`src/rtl/alu4_issue_stage_pkg.sv`:
```
// Shared op codes, FSM states and flag bit positions for the 4-bit ALU issue stage.
package alu4_issue_stage_pkg;

  localparam logic [2:0] ALU_ADD = 3'b000;
  localparam logic [2:0] ALU_SUB = 3'b001;
  localparam logic [2:0] ALU_NOT = 3'b010;
  localparam logic [2:0] ALU_AND = 3'b011;
  localparam logic [2:0] ALU_OR  = 3'b100;
  localparam logic [2:0] ALU_XOR = 3'b101;
  localparam logic [2:0] ALU_SLT = 3'b110;
  localparam logic [2:0] ALU_EQ  = 3'b111;

  localparam int FLG_Z = 3;
  localparam int FLG_V = 2;
  localparam int FLG_C = 1;
  localparam int FLG_S = 0;

  typedef enum logic [1:0] {
    ST_IDLE  = 2'd0,
    ST_ISSUE = 2'd1,
    ST_RESP  = 2'd2
  } state_t;

  // Subtract-based ops need a +1 carry-in for two's-complement negation of b.
  function automatic logic cin_for_op(input logic [2:0] op, input logic use_carry,
                                      input logic carry_flag);
    logic cin;
    cin = 1'b0;
    case (op)
      ALU_ADD:                  cin = use_carry & carry_flag;
      ALU_SUB, ALU_SLT, ALU_EQ: cin = 1'b1;
      default:                  cin = 1'b0;
    endcase
    return cin;
  endfunction

endpackage

```
`src/rtl/alu4_regfile.sv`:
```
// NREG x 4 register file: two async read ports, one sync write port, r0 hardwired to zero.
module alu4_regfile #(
  parameter int NREG = 8,
  parameter logic [3:0] REG_RST = 4'h0,
  localparam int RW = $clog2(NREG)
) (
  input  logic          clk,
  input  logic          rst,
  input  logic [RW-1:0] ra_addr,
  output logic [3:0]    ra_data,
  input  logic [RW-1:0] rb_addr,
  output logic [3:0]    rb_data,
  input  logic          wr_en,
  input  logic [RW-1:0] wr_addr,
  input  logic [3:0]    wr_data
);

  logic [3:0] regs [NREG];

  always_ff @(posedge clk) begin
    if (rst) begin
      regs[0] <= 4'h0;
      for (int i = 1; i < NREG; i++) begin
        regs[i] <= REG_RST;
      end
    end else if (wr_en && (wr_addr != '0)) begin
      regs[wr_addr] <= wr_data;
    end
  end

  assign ra_data = (ra_addr == '0) ? 4'h0 : regs[ra_addr];
  assign rb_data = (rb_addr == '0) ? 4'h0 : regs[rb_addr];

endmodule

```
`src/rtl/alu4_issue_stage.sv`:
```
// Command front-end for the 4-bit ALU: accept -> issue (1 cycle) -> response, one command in flight.
// Response appears 2 cycles after accept and holds until rsp_ready; no new command is taken meanwhile.
module alu4_issue_stage
  import alu4_issue_stage_pkg::*;
#(
  parameter int NREG = 8,
  parameter logic [3:0] REG_RST = 4'h0,
  localparam int RW = $clog2(NREG)
) (
  input  logic          clk,
  input  logic          rst,
  input  logic          cmd_valid,
  output logic          cmd_ready,
  input  logic [2:0]    cmd_op,
  input  logic [RW-1:0] cmd_rd,
  input  logic [RW-1:0] cmd_rs1,
  input  logic [RW-1:0] cmd_rs2,
  input  logic          cmd_imm_en,
  input  logic [3:0]    cmd_imm,
  input  logic          cmd_use_carry,
  input  logic          cmd_wb_en,
  output logic [3:0]    alu_a,
  output logic [3:0]    alu_b,
  output logic [2:0]    alu_c,
  output logic          alu_cin,
  input  logic [3:0]    alu_result,
  input  logic          alu_zero,
  input  logic          alu_overflow,
  input  logic          alu_carry,
  input  logic          alu_size,
  output logic          rsp_valid,
  input  logic          rsp_ready,
  output logic [3:0]    rsp_result,
  output logic [3:0]    rsp_flags
);

  state_t        state_q, state_d;
  logic          accept;
  logic [RW-1:0] rd_q;
  logic          wb_q;
  logic [3:0]    flags_q;
  logic [3:0]    rs1_data, rs2_data;
  logic          rf_wr_en;
  // Zero is derived locally from the captured result, so the ALU's own zero is not consumed.
  logic          alu_zero_unused;

  assign alu_zero_unused = alu_zero;

  always_ff @(posedge clk) begin
    if (rst) begin
      state_q <= ST_IDLE;
    end else begin
      state_q <= state_d;
    end
  end

  always_comb begin
    state_d = state_q;
    case (state_q)
      ST_IDLE:  if (accept) state_d = ST_ISSUE;
      ST_ISSUE: state_d = ST_RESP;
      ST_RESP:  if (rsp_ready) state_d = ST_IDLE;
      default:  state_d = ST_IDLE;
    endcase
  end

  assign cmd_ready = (state_q == ST_IDLE) && !rst;
  assign accept    = cmd_valid && cmd_ready;
  assign rsp_valid = (state_q == ST_RESP);
  assign rsp_flags = flags_q;

  alu4_regfile #(
    .NREG    (NREG),
    .REG_RST (REG_RST)
  ) u_regfile (
    .clk     (clk),
    .rst     (rst),
    .ra_addr (cmd_rs1),
    .ra_data (rs1_data),
    .rb_addr (cmd_rs2),
    .rb_data (rs2_data),
    .wr_en   (rf_wr_en),
    .wr_addr (rd_q),
    .wr_data (alu_result)
  );

  assign rf_wr_en = (state_q == ST_ISSUE) && wb_q;

  // Operands are latched on accept and held on the ALU until the next accept.
  always_ff @(posedge clk) begin
    if (rst) begin
      alu_a   <= 4'h0;
      alu_b   <= 4'h0;
      alu_c   <= 3'b000;
      alu_cin <= 1'b0;
      rd_q    <= '0;
      wb_q    <= 1'b0;
    end else if (accept) begin
      alu_a   <= rs1_data;
      alu_b   <= cmd_imm_en ? cmd_imm : rs2_data;
      alu_c   <= cmd_op;
      alu_cin <= cin_for_op(cmd_op, cmd_use_carry, flags_q[FLG_C]);
      rd_q    <= cmd_rd;
      wb_q    <= cmd_wb_en;
    end
  end

  always_ff @(posedge clk) begin
    if (rst) begin
      rsp_result <= REG_RST;
      flags_q    <= 4'h0;
    end else if (state_q == ST_ISSUE) begin
      rsp_result     <= alu_result;
      flags_q[FLG_Z] <= ~|alu_result;
      case (alu_c)
        ALU_ADD, ALU_SUB: begin
          flags_q[FLG_C] <= alu_carry;
          flags_q[FLG_V] <= alu_overflow;
        end
        ALU_SLT, ALU_EQ: begin
          flags_q[FLG_C] <= alu_carry;
          flags_q[FLG_V] <= alu_overflow;
          flags_q[FLG_S] <= alu_size;
        end
        default: ;
      endcase
    end
  end

endmodule
```
`config.mk`:
```
export PLATFORM = sky130hd
export DESIGN_NAME = alu4_issue_stage
export DESIGN_NICKNAME = d
export VERILOG_FILES = /design/src/rtl/alu4_issue_stage_pkg.sv /design/src/rtl/alu4_regfile.sv /design/src/rtl/alu4_issue_stage.sv
export SDC_FILE = /design/constraint.sdc
export NUM_CORES = 1
export LEC_CHECK = 0
export ABC_CLOCK_PERIOD_IN_PS = 2500
export BUFFER_PORTS_ARGS = -buffer_cell sky130_fd_sc_hd__buf_2
export CORE_MARGIN = 4
export CORE_UTILIZATION = 50
export CTS_CLUSTER_DIAMETER = 50
export DETAILED_ROUTE_END_ITERATION = 7
export PLACE_DENSITY = 0.74
export SYNTH_ARGS = -nofsm -noshare
export SYNTH_HDL_FRONTEND = slang
export SYNTH_SLANG_ARGS = --single-unit
```
`constraint.sdc`:
```
create_clock -name clk -period 2.5 [get_ports clk]
set_input_delay 0.375 -clock clk [delete_from_list [all_inputs] [get_ports clk]]
set_output_delay 0.375 -clock clk [all_outputs]
set_load 0.01 [all_outputs]
```
==> run metrics <==
Die W 80.6 um; WP data required 2.53 ns; synthesized instance count 253; Layout Cells excl Fill 371; Hold WC Path Type input port to flip-flop; first-pass GRT wire length 8.83 mm; Synth area leaders edfxtp_1 (32%), dfxtp_1 (20%), and2_1 (6.9%); GPL Wtd Cong ~0.9; DR vias/cell 5.28; post-CTS setup buffers 0; Post-synth ARST share 0; CTS root buffer clkbuf_8; Final Cycle Share 0.674; FILL cells ~450; flop-to-flop setup slack 0.81 ns; post-synthesis sequential area ratio 0.516; Post-Syn Nets 284; GRT Resource Usage Total 0.183; P_leak 1.24 nW; initial antenna violation count 0; outcome finished, final reports clean; mapped cell area 0.00264 mm^2; vias in the first global route around 1.8k; unrepaired setup endpoints after global routing no; hold path startpoint cmd_wb_en; max_slew headroom 0.718; Slew Viols, Final 0; die height just over 80 um; Setup-failing EPs final 0; I/O Buffers 51; CTS tree done; largest net degree at the start of global routing 20; Least-Margin Pin Slew 0.422 ns; reg-to-reg startpoint state_q[1]; Post-synth top flop edfxtp_1; Post-CTS Resized 0; reg2reg end u_regfile.regs[1][0]; clock-pin slew on the worst setup and hold paths approximately 0.10 ns; full die area 0.00650 mm^2; CTS Buffer Depth 2; via count approximately 2.0k; ANT cells 0; drt first-iter violations 79; top cell type's share of synthesized area 0.319; skew final 0.0109 ns; crit path DAT 1.71 ns; total of max-cap violations 0; CTS sink cnt 54; core area 0.00511 mm^2; DR WL/cell approximately 15 um; pwr dens 579 mW/mm^2; IO Count 53; ANT nets after route 0; setup TNS 0 ns; count of cell types in the netlist 40; Synth Area per Inst 10.4 um^2; clk_lat worst skew 0.31 ns; htree depth 2; area leader, netlist edfxtp_1; yosys warns 0; hpwl dp 4.15 mm; most frequent cells in the layout buf_2 (51), nand2_1 (33), and2_1 (29), edfxtp_1 (28), dfxtp_1 (26); EDFF count, synth 28; Initial Util 0.516; area delta synth->final 14.5%; global route overflow 0; Worst Hold End wb_q; final worst slack 0.815 ns; CTS Buf Count 5; Hold Buf Count CTS 0; final net count about 330; cells on worst reg2reg path 4; fmax ~600 MHz; most common cell after layout, fill and taps aside buf_2; Hold Path Cell Cnt 3; maximum vdd drop approximately 340 uV; critical path fanouts, max 7; first drt pass iteration count 4; Place WS approximately 0.63 ns; DRC 0; share of cells above drive strength 1 0.279; Setup Crit Path Kind flip-flop to flip-flop; Final min period 1.69 ns; CP endpoint kind flip-flop; dpl cells 363; Fin. Hold Viols 0; Routed WL 5.59 mm; CP Launch Type flip-flop; hold slack 0.272 ns; Placement Rows 26; number of synthesized register bits 54
==> worst max path at each step <==
| stage | from | endpoint | slack (ns) | cells after the start |
|---|---|---|---|---|
| 2_1_floorplan | rst | u_regfile.regs[6][0] | 0.93 | 4 |
| 3_3_place_gp | rst | u_regfile.regs[4][3] | 0.63 | 5 |
| 3_5_place_dp | rst | u_regfile.regs[6][2] | 0.63 | 5 |
| 4_1_cts | state_q[1] | u_regfile.regs[1][0] | 0.80 | 4 |
| 5_1_grt | state_q[1] | u_regfile.regs[1][0] | 0.66 | 4 |
| 6_report | state_q[1] | u_regfile.regs[1][0] | 0.81 | 4 |
==> metal layers <==
layer,vias to the layer above,global-route usage,share of wire
li1,983,-,-
met1,900,0.235,0.45
met2,63,0.297,0.48
met3,12,0.0437,0.053
met4,0,0.0676,0.021
met5,-,0,0
==> critical path, stage by stage, from the launching register on <==
cell,delay (ns)
dfxtp_1,0.34
and2b_4,0.30
nand4b_1,0.19
nor3_1,0.35
or2_2,0.23
==> kinds of logic after synthesis <==
family,Yosys count,synth area share
XOR/XNOR,1,0.00332
AO/OA/AOI/OAI,47,0.108
multiplexers,26,0.114
buffers and inverters,16,0.0351
flip-flops,54,0.516
AND/OR/NAND/NOR,109,0.223
==> synth_stat cells (all sizes together) (7+ instances only) <==
cell,n
edfxtp,28
a211oi,7
nor3,10
and2,29
mux2i,17
nand2,33
a21oi,19
buf,9
nor2,15
dfxtp,26
mux2,7
o21ai,9
or2,7
==> report_power, final <==
part           switching (W)  total (W)  internal, W
clock               0.000287   0.000541     0.000254
sequential         0.0000236   0.000991     0.000968
combinational       0.000122   0.000214    0.0000927
total               0.000432    0.00175      0.00132
==> stage by stage <==
stage | total power, W | utilization | cell area [um^2]
2_1_floorplan | 0.00115 | - | 2640
3_3_place_gp | 0.00122 | 0.571 | 2910
3_5_place_dp | 0.00123 | 0.571 | 2910
4_1_cts | 0.00176 | 0.591 | 3020
5_1_grt | 0.00182 | 0.591 | 3020
6_report | 0.00175 | 0.591 | 3020
==> sequential cells by signal, summed over array words and instances (netlist names) <==
signal and count:
rsp_flags 4, state_q 2, alu_c 3, u_regfile.regs 28, alu_cin 1, wb_q 1, rsp_result 4, rd_q 3
alu_a 4, alu_b 4
==> area by class of cell <==
class	instances	area, um^2	area share
multi-input cells	183	1180	0.392
inverters	3	11.3	0.00373
flip-flops and latches	54	1360	0.451
repair buffers	53	270	0.0895
clock inverters	1	8.76	0.00290
clock buffers	7	96.3	0.0319
well taps	70	87.6	0.0290
No activity file was read; power rests on OpenSTA's default activity.
